==> config.mk <==
export PLATFORM = sky130hd
export DESIGN_NAME = uart_rx_sipo
export DESIGN_NICKNAME = d
export VERILOG_FILES = /design/src/rtl/uart_rx_sipo.sv
export SDC_FILE = /design/constraint.sdc
export NUM_CORES = 1
export LEC_CHECK = 0
export CAP_MARGIN = 5
export CORE_UTILIZATION = 30
export CTS_CLUSTER_SIZE = 25
export DETAILED_ROUTE_END_ITERATION = 8
export PLACE_DENSITY_LB_ADDON = 0.25
export SYNTH_ARGS = -nofsm -noshare
export SYNTH_HDL_FRONTEND = slang
export SYNTH_SLANG_ARGS = --single-unit
==> constraint.sdc <==
create_clock -name reg_clk -period 2.1 [get_ports reg_clk]
set_input_delay 0.525 -clock reg_clk [delete_from_list [all_inputs] [get_ports reg_clk]]
set_output_delay 0.525 -clock reg_clk [all_outputs]
set_load 0.005 [all_outputs]
==> src/rtl/uart_rx_sipo.sv <==
// UART receive deserializer: start, 8 data bits LSB first, parity, stop.
// Bit timing runs on an oversampling enable; each frame is reported with a one-cycle valid.
module uart_rx_sipo #(
    parameter int OVERSAMPLE = 16,
    parameter bit PARITY_ODD = 1'b0
) (
    input  logic       reg_clk,
    input  logic       reg_rst,
    input  logic       sample_tick,
    input  logic       serial_in,
    output logic [7:0] p_data_out,
    output logic       data_valid,
    output logic       parity_err,
    output logic       frame_err,
    output logic       rx_busy,
    output logic [2:0] dbg_state
);

    localparam int CW = $clog2(OVERSAMPLE);
    localparam logic [CW-1:0] HALF_M1 = CW'(OVERSAMPLE / 2 - 1);
    localparam logic [CW-1:0] FULL_M1 = CW'(OVERSAMPLE - 1);

    typedef enum logic [2:0] {
        IDLE       = 3'd0,
        START      = 3'd1,
        DATA       = 3'd2,
        PARITY     = 3'd3,
        STOP       = 3'd4,
        BREAK_WAIT = 3'd5
    } state_t;

    state_t          state;
    logic [1:0]      sync;
    logic            rx_s;
    logic [CW-1:0]   cnt;
    logic [2:0]      bit_idx;
    logic [7:0]      shift_reg;
    logic            par_bit;

    assign rx_s      = sync[1];
    assign dbg_state = state;

    // Two-flop synchronizer; resets to the idle (high) line level.
    always_ff @(posedge reg_clk or posedge reg_rst) begin
        if (reg_rst) sync <= 2'b11;
        else         sync <= {sync[0], serial_in};
    end

    always_ff @(posedge reg_clk or posedge reg_rst) begin
        if (reg_rst) begin
            state      <= IDLE;
            cnt        <= '0;
            bit_idx    <= 3'd0;
            shift_reg  <= 8'h00;
            par_bit    <= 1'b0;
            p_data_out <= 8'h00;
            data_valid <= 1'b0;
            parity_err <= 1'b0;
            frame_err  <= 1'b0;
            rx_busy    <= 1'b0;
        end else begin
            data_valid <= 1'b0;
            if (sample_tick) begin
                case (state)
                    IDLE: begin
                        if (!rx_s) begin
                            state   <= START;
                            cnt     <= '0;
                            rx_busy <= 1'b1;
                        end
                    end
                    START: begin
                        if (cnt == HALF_M1) begin
                            cnt <= '0;
                            if (rx_s) begin
                                state   <= IDLE;
                                rx_busy <= 1'b0;
                            end else begin
                                state   <= DATA;
                                bit_idx <= 3'd0;
                            end
                        end else begin
                            cnt <= cnt + 1'b1;
                        end
                    end
                    DATA: begin
                        if (cnt == FULL_M1) begin
                            cnt       <= '0;
                            shift_reg <= {rx_s, shift_reg[7:1]};
                            bit_idx   <= bit_idx + 3'd1;
                            if (bit_idx == 3'd7) state <= PARITY;
                        end else begin
                            cnt <= cnt + 1'b1;
                        end
                    end
                    PARITY: begin
                        if (cnt == FULL_M1) begin
                            cnt     <= '0;
                            par_bit <= rx_s;
                            state   <= STOP;
                        end else begin
                            cnt <= cnt + 1'b1;
                        end
                    end
                    STOP: begin
                        if (cnt == FULL_M1) begin
                            cnt        <= '0;
                            p_data_out <= shift_reg;
                            parity_err <= par_bit ^ ((^shift_reg) ^ PARITY_ODD);
                            frame_err  <= ~rx_s;
                            data_valid <= 1'b1;
                            if (rx_s) begin
                                state   <= IDLE;
                                rx_busy <= 1'b0;
                            end else begin
                                state <= BREAK_WAIT;
                            end
                        end else begin
                            cnt <= cnt + 1'b1;
                        end
                    end
                    BREAK_WAIT: begin
                        // A held-low line must not be mistaken for new start bits.
                        if (rx_s) begin
                            state   <= IDLE;
                            cnt     <= '0;
                            rx_busy <= 1'b0;
                        end
                    end
                    default: begin
                        state   <= IDLE;
                        cnt     <= '0;
                        rx_busy <= 1'b0;
                    end
                endcase
            end
        end
    end

endmodule

Word level (Yosys, flattened, before mapping):

Cells that the tools add are included.

* logic and storage cells: 71
* input bits: 4
* register bits after elaboration: 33

* add/sub/neg operators: 2
* reduce and logical (&&, ||, !) cells: 12
* eq/ne operators: 16
* multiplexer cells: 27
* bitwise operators: 3

Operators by type and width (count)
* $mux 3: 11
* $pmux 3 s6: 1
* $mux 4: 4
* $ne 2x2->1 const B: 8
* $pmux 4 s4: 1
* $reduce_and 3->1: 4
* $reduce_and 5->1: 2
* $eq 3x3->1 const B: 3
* $reduce_and 8->1: 1
* $reduce_xor 8->1: 1
* $mux 1: 7
* $eq 3x2->1 const B: 2
* $pmux 3 s2: 1
* $pmux 1 s5: 1
* $add 4x1->4 const B: 1
* $eq 4x3->1 const B: 1
* $eq 4x4->1 const B: 1
* $add 3x1->3 const B: 1
* $eq 3x1->1 const B: 1
* $logic_not 3->1: 1
* $reduce_or 3->1: 1
* $mux 2: 1
* $not 1->1: 2
* $reduce_bool 2->1: 1
* other kinds (2): 2

Logic depth before layout (Yosys ltp):

Gate-level depths: netlist of the first run.

* word-level depth: 4
* depth in mapped cells: 6
* gate-level depth less buffers: 5

Least setup slack after synthesis of the first run:

OpenSTA, ideal clock, no wires.

* kind: reg2reg
* from: register cnt[0]
* to: register shift_reg[0]
* buffers on the path: 1
* data required time: 1975 ps
* stages on the path, launching flop included: 6
* setup time: 125 ps
* setup slack: 447 ps
* period minus slack after synthesis: 1653 ps
* arrival: 1529 ps
* cell sequence: dfrtp_1 -> ha_1 -> nand3_1 -> nor4_4 -> buf_6 -> mux2_2

* word-level cells in the longest chain between the ends: 2

RTL lines
* start, declared: line 35 `logic [CW-1:0] cnt;`
* start signal, assigned: line 83 `cnt <= cnt + 1'b1;`
* start signal, assigned: line 93 `cnt <= cnt + 1'b1;`
* start signal, assigned: line 102 `cnt <= cnt + 1'b1;`
* $eq 4x4->1: line 87 `if (cnt == FULL_M1) begin`
* $reduce_and 3->1 (no source line)
* end signal, assigned: line 89 `shift_reg <= {rx_s, shift_reg[7:1]};`
* end, declared: line 37 `logic [7:0] shift_reg;`

Every way passes these cells.
A chain may end at the register's enable or synchronous reset.

Worst setup path after layout of the first run:

* from: register state[2] (netlist: dbg_state[2])
* to: output port dbg_state[2]

RTL lines
* start, declared: line 32 `state_t state;`
* start signal, assigned: line 51 `state <= IDLE;`
* start signal, assigned: line 67 `state <= START;`
* start signal, assigned: line 76 `state <= IDLE;`
* end, declared: line 16 `output logic [2:0] dbg_state`

No word-level cell between the ends.

==> results.py, run 1 <==
metrics = {
    "sta": {
        "relSlewSlack_pct": 71.0,
        "setup_viol": 0,
        "hold_viol": 0,
        "fin_crit_sh_pct": 95.3,
        "rsz0062_at_grt": "false",
        "skew_ps": 6.91,
        "fin_tns_setup_ps": 0,
        "layout_min_cycle_time_ps": 2000,
        "fmax_ghz": 0.500,
        "slew_violations": 0,
        "worst_slew_pin_slew_ps": 436,
    },
    "hold_path": {
        "hold_class": "flip-flop to flip-flop",
    },
    "yosys": {
        "synth-simple-area-share_pct": 11.0,
        "synth_ff_type": "dfrtp_1",
        "synthAdderAreaFrac_pct": 2.32,
        "ys_types": 41,
        "yosysWarnings": 0,
        "synth_seq_cells": 33,
        "synth_top_family_by_area": "compound AO/OA/AOI/OAI gates",
        "synth_xor_area_share_pct": 5.19,
        "muxShareOfSynthArea_pct": 12.5,
        "synth_seq_area_share_pct": 51.2,
        "synthCells": 130,
        "synth_compound_area_share_pct": 13.6,
        "syn_avg_cell_area_um2": 12.4,
        "synthArstFlopShare_pct": 100,
        "netlist_area_mm2": 0.00162,
        "synth_edf_count": 0,
        "synthesis.nets": 137,
    },
    "power": {
        "p_leak_uw": 0.000924,
        "ir_drop_mv": 0.385,
        "p_int_uw": 1330,
        "p_per_area_mw_per_mm2": 969,
        "p_clk_share_pct": 29.6,
        "switching_power_uw": 624,
        "sequentialPowerShare_pct": 43.6,
        "p_comb_share_pct": 26.9,
        "sw_frac_of_total_pct": 31.9,
    },
    "critical_path": {
        "cp.required_ps": 1570,
        "crit_arrival_ps": 1480,
        "cp_cell_sequence": "clkdlybuf4s50_1",
        "critPathMaxStageDelay_ps": 610,
        "critPathKind": "flip-flop to output port",
        "crit_fanout": 14,
        "cpLargestDelayFamily": "flip-flops",
        "crit_buf_inv": 1,
        "end_kind": "output port",
        "cpMaxStageDelayCell": "dfrtp_1",
        "start_kind": "flip-flop",
    },
    "detailed_routing": {
        "via_count": 1117,
        "drtIter0Drc": 39,
        "drcViolationCount": 0,
        "vias_per_cell": 4.90,
        "post_drt_wl_per_cell_um": 13.1,
        "totalWireLength_um": 3000,
        "ant_nets": 0,
        "drtPass1Iterations": 4,
    },
    "floorplan": {
        "die_h_um": 75.4,
        "core_mm2": 0.00514,
        "io_pins": 19,
        "fp-row-count": 26,
        "die-area_mm2": 0.00569,
        "die_w_um": 75.4,
        "start_util_pct": 31.5,
    },
    "finish": {
        "final_util_pct": 39.2,
        "num-fill-cells": 528,
        "num_antenna_cells": 0,
        "nets": 164,
        "drive_gt1_share_pct": 28.5,
        "area_growth_pct": 24.6,
    },
    "placed_design": {
        "gp_congestion": 0.749,
        "dp_hpwl_um": 2080,
        "io_buffers": 18,
    },
    "clocking": {
        "cts_tree": "yes",
        "max-clock-path-buffers": 2,
        "htree_levels": 2,
        "ctsRootBufferMaster": "clkbuf_8",
        "cts_made_buffers": 5,
        "clock-sinks": 33,
        "path_clk_slew_ps": 60,
        "clk_latency_ps": 280,
        "post_cts_buffers": 0,
    },
    "grt": {
        "gr-total-overflow": 0,
        "grt_usage_pct": 12.7,
        "antenna_found_initial": 0,
        "grt_pass1_wl_um": 5380,
        "grt_max_degree": 34,
        "grt_pass1_vias": 1139,
    },
    "status": {
        "status": "finished, final reports clean",
    },
    "job": {
        "drv_cap": 0,
    },
}
[cells in the mapped netlist (2+ instances only)]
| cell | n | area, µm² |
|---|---|---|
| xor2_1 | 3 | 26.3 |
| dfstp_2 | 2 | 52.6 |
| ha_1 | 3 | 37.5 |
| xnor2_1 | 4 | 35.0 |
| nand2b_1 | 2 | 12.5 |
| buf_2 | 2 | 10.0 |
| a22o_1 | 2 | 17.5 |
| inv_1 | 5 | 18.8 |
| and3b_1 | 2 | 17.5 |
| o31ai_1 | 4 | 30.0 |
| dfrtp_1 | 31 | 776 |
| o21ai_0 | 10 | 50.1 |
| buf_6 | 3 | 33.8 |
| o21a_1 | 2 | 15.0 |
| o21ai_2 | 3 | 26.3 |
| nand3_1 | 6 | 30.0 |
| nand2_1 | 3 | 11.3 |
| mux2_2 | 18 | 203 |
| nor2_1 | 3 | 11.3 |
[cells in the final DEF (no fill, tap or decap), types with 2 or more instances in the layout]
cell | netlist | final
nor2_1 | 3 | 3
o21a_1 | 2 | 2
buf_4 | 0 | 6
nand3_1 | 6 | 6
dfstp_2 | 2 | 2
o21ai_2 | 3 | 3
xor2_1 | 3 | 3
xnor2_1 | 4 | 4
clkbuf_8 | 0 | 5
and3b_1 | 2 | 2
nand2_1 | 3 | 3
a22o_1 | 2 | 2
o21ai_0 | 10 | 10
o31ai_1 | 4 | 4
dfrtp_1 | 31 | 30
inv_1 | 5 | 5
nand2b_1 | 2 | 2
clkdlybuf4s50_1 | 0 | 18
ha_1 | 3 | 3
mux2_2 | 18 | 18
[logic make-up (layout without fill, tap and decap cells)]
| family | Yosys count | after routing |
|---|---|---|
| DFF | 33 | 33 |
| AOI/OAI and AO/OA | 31 | 31 |
| and+or+nand+nor | 26 | 26 |
| muxes | 18 | 18 |
| buffers and inverters | 11 | 39 |
| xor gates and xnor gates | 8 | 8 |
| adders and majority gates | 3 | 3 |
[layer usage]
metal	part of all wire [%]	global-route usage [%]	vias to the layer above
met4	1.2	5.35	0
met5	0	0	-
li1	-	-	530
met3	5.8	3.84	5
met2	49	20.2	38
met1	44	16.0	544
[worst paths after layout]
kind / startpoint / endpoint / slack [ps] / cells past startpoint
setup reg to reg: cnt[0] / shift_reg[2] / 260 / 5
setup / recovery: dbg_state[2] / dbg_state[2] / 100 / 1
hold reg to reg: sync[0] / sync[1] / 360 / 0
hold / removal: sync[0] / sync[1] / 360 / 0
min in group asynchronous: reg_rst / shift_reg[1] / 630 / 3
max in group asynchronous: reg_rst / sync[1] / 1140 / 3
[cell type report]
class	instances	area (µm²)	area share, %
clock buffers	6	72.6	3.60
clock inverters	2	35.0	1.74
inverters	6	22.5	1.12
multi-input cells	86	722	35.8
flip-flops and latches	33	830	41.2
well taps	70	87.6	4.35
repair buffers	25	245	12.2
[power groups by stage]
stage | Combinational, µW | Sequential (µW) | Clock (µW)
finish | 525 | 850 | 577
global route | 592 | 869 | 629
CTS | 526 | 848 | 601
detailed placement | 522 | 859 | 0
global placement | 510 | 855 | 0
floorplan | 429 | 785 | 0
[stage by stage]
| step | setup slack [ps] | cells | total power (µW) | hold WS, ps | instance area, µm² |
|---|---|---|---|---|---|
| after floorplan | 447 | 130 | 1210 | 345 | 1620 |
| after global placement | -22.1 | 220 | 1370 | 348 | 1910 |
| after detailed placement | -39.8 | 220 | 1380 | 349 | 1910 |
| after CTS | 76.1 | 228 | 1980 | 359 | 2010 |
| after global routing | 10.8 | 228 | 2090 | 361 | 2010 |
| final | 99.4 | 228 | 1950 | 358 | 2010 |
[timing repair]
item | CTS | global route
hold buffers | 0 | 0
resized for setup | 0 | 1
endpoints found under the setup margin | 0 | 1
Note: power is estimated with default switching activity, not from simulation.
==> inputs of run 2 (changes only) <==
--- a/config.mk
+++ b/config.mk
@@ -5,7 +5,6 @@
 export SDC_FILE = /design/constraint.sdc
 export NUM_CORES = 1
 export LEC_CHECK = 0
-export CAP_MARGIN = 5
 export CORE_UTILIZATION = 30
 export CTS_CLUSTER_SIZE = 25
 export DETAILED_ROUTE_END_ITERATION = 8
==> results of run 2 <==
Same layout as run 1: the final DEF is identical, and so are final timing and power.
==> inputs of run 3 (changes only) <==
--- a/config.mk
+++ b/config.mk
@@ -5,7 +5,8 @@
 export SDC_FILE = /design/constraint.sdc
 export NUM_CORES = 1
 export LEC_CHECK = 0
-export CORE_UTILIZATION = 30
+export CAP_MARGIN = 20
+export CORE_UTILIZATION = 45
 export CTS_CLUSTER_SIZE = 25
 export DETAILED_ROUTE_END_ITERATION = 8
 export PLACE_DENSITY_LB_ADDON = 0.25
==> run 3 against run 2 <==
  * Clock skew up 4.3 ps
  * Cell count decreased by 11%
  * Die area fell by 33%
  * Total power down 12%
  * Via count decreased by 3.9%
  * Non-clock buffer count down 1
  * Largest power group unchanged
  * Highest routed layer unchanged
==> results.py, run 3 (synthesis results as in run 1) <==
metrics = {
    "status": {
        "status": "finished, final reports clean",
    },
    "job": {
        "drv_cap": 0,
    },
    "sta": {
        "layout_min_cycle_time_ps": 1920,
        "hold_ws_ps": 364,
        "rsz0062_at_grt": "false",
        "relSlewSlack_pct": 71.7,
        "setup_viol": 0,
        "fin_crit_sh_pct": 91.5,
        "slew_violations": 0,
        "fmax_ghz": 0.521,
        "skew_ps": 11.2,
        "worst_slew_pin_slew_ps": 420,
        "hold_viol": 0,
    },
    "clocking": {
        "clk_latency_ps": 340,
        "path_clk_slew_ps": 100,
        "htree_levels": 2,
        "cts_hold_buf": 0,
        "clock-sinks": 33,
        "max-clock-path-buffers": 2,
        "cts_tree": "yes",
        "ctsRootBufferMaster": "clkbuf_4",
        "cts_made_buffers": 5,
    },
    "floorplan": {
        "die_h_um": 61.9,
        "core_mm2": 0.00339,
        "fp-row-count": 21,
        "die-area_mm2": 0.00384,
        "start_util_pct": 47.7,
        "io_pins": 19,
        "die_w_um": 61.9,
    },
    "finish": {
        "area_growth_pct": 19.1,
        "stdcell_count": 203,
        "num-fill-cells": 283,
        "num_antenna_cells": 0,
        "regArea_um2": 831,
        "nets": 163,
        "drive_gt1_share_pct": 29.3,
        "final_cell_mix": "dfrtp_1, mux2_2, clkdlybuf4s50_1",
        "multi_input_area_um2": 722,
        "final_common_cell": "dfrtp_1",
    },
    "detailed_routing": {
        "drcViolationCount": 0,
        "post_drt_wl_per_cell_um": 13.9,
        "vias_per_cell": 5.29,
        "totalWireLength_um": 2820,
        "drtPass1Iterations": 4,
        "drtIter0Drc": 36,
        "ant_nets": 0,
        "via_count": 1073,
    },
    "grt": {
        "grt_usage_pct": 17.0,
        "grt_pass1_vias": 987,
        "antenna_found_initial": 0,
        "grt_pass1_wl_um": 4490,
        "grt_max_degree": 34,
        "gr-total-overflow": 0,
    },
    "critical_path": {
        "critPathKind": "flip-flop to output port",
        "cpMaxStageDelayCell": "clkdlybuf4s50_1",
        "cp.required_ps": 1570,
        "start_kind": "flip-flop",
        "cpLargestDelayFamily": "buffers and inverters",
        "r2r_slack_ps": 230,
        "crit_arrival_ps": 1400,
        "critPathMaxStageDelay_ps": 540,
        "cp_cell_sequence": "clkdlybuf4s50_1",
        "end_kind": "output port",
        "crit_buf_inv": 1,
        "crit_fanout": 14,
    },
    "placed_design": {
        "gp_congestion": 0.843,
        "dp_hpwl_um": 2070,
        "dp.cells": 195,
        "io_buffers": 18,
    },
    "power": {
        "p_per_area_mw_per_mm2": 888,
        "ir_drop_mv": 0.614,
        "p_leak_uw": 0.000894,
    },
    "hold_path": {
        "hold_class": "flip-flop to flip-flop",
    },
}
## run 3: what timing repair did
| action | in CTS | in global routing |
|---|---|---|
| endpoints found under the setup margin | 0 | 2 |
| hold endpoints to repair | 0 | 0 |
| resized for setup | 0 | 2 |
| buffers inserted | 0 | 0 |
## run 3: path summary, 6_finish.rpt
check | from | end | cells past startpoint
min in group asynchronous | reg_rst | p_data_out[0] | 3
hold reg to reg | sync[0] | sync[1] | 0
setup reg to reg | cnt[0] | shift_reg[1] | 5
setup / recovery | dbg_state[1] | dbg_state[1] | 1
max in group asynchronous | reg_rst | sync[1] | 3
hold / removal | sync[0] | sync[1] | 0
## run 3: layout make-up
class	instances	share of cell area [%]
clock inverter	3	0.910
tap	46	2.99
multi-input combinational	86	37.5
sequential	33	43.1
inverter	6	1.17
timing repair buffer	24	12.3
clock buffer	5	1.95
## run 3: routing by layer
metal / vias to the layer above / track usage (%) / wire [µm]
li1: 530 / - / -
met1: 516 / 22.3 / 1370
met2: 22 / 25.3 / 1290
met3: 5 / 4.35 / 98
met4: 0 / 10.5 / 49
met5: - / 0 / 0
## run 3: where the power goes
| part | switching, µW | internal (µW) | total [µW] | leakage [µW] |
|---|---|---|---|---|
| sequential | 129 | 712 | 842 | 0.000443 |
| clock | 218 | 126 | 344 | 0.0000310 |
| combinational | 259 | 265 | 524 | 0.000420 |
## run 3: stage by stage
step / instance area (µm²) / util (%) / power, µW / TNS [ps] / setup slack (ps)
after global placement: 1870 / 55.1 / 1370 / 0 / 37.3
after floorplan: 1620 / - / 1210 / 0 / 447
after CTS: 1920 / 56.7 / 1720 / 0 / 8.66
after global routing: 1930 / 56.8 / 1830 / 0 / 91.7
after detailed placement: 1870 / 55.1 / 1380 / -112 / -20.0
final: 1930 / 56.8 / 1710 / 0 / 179
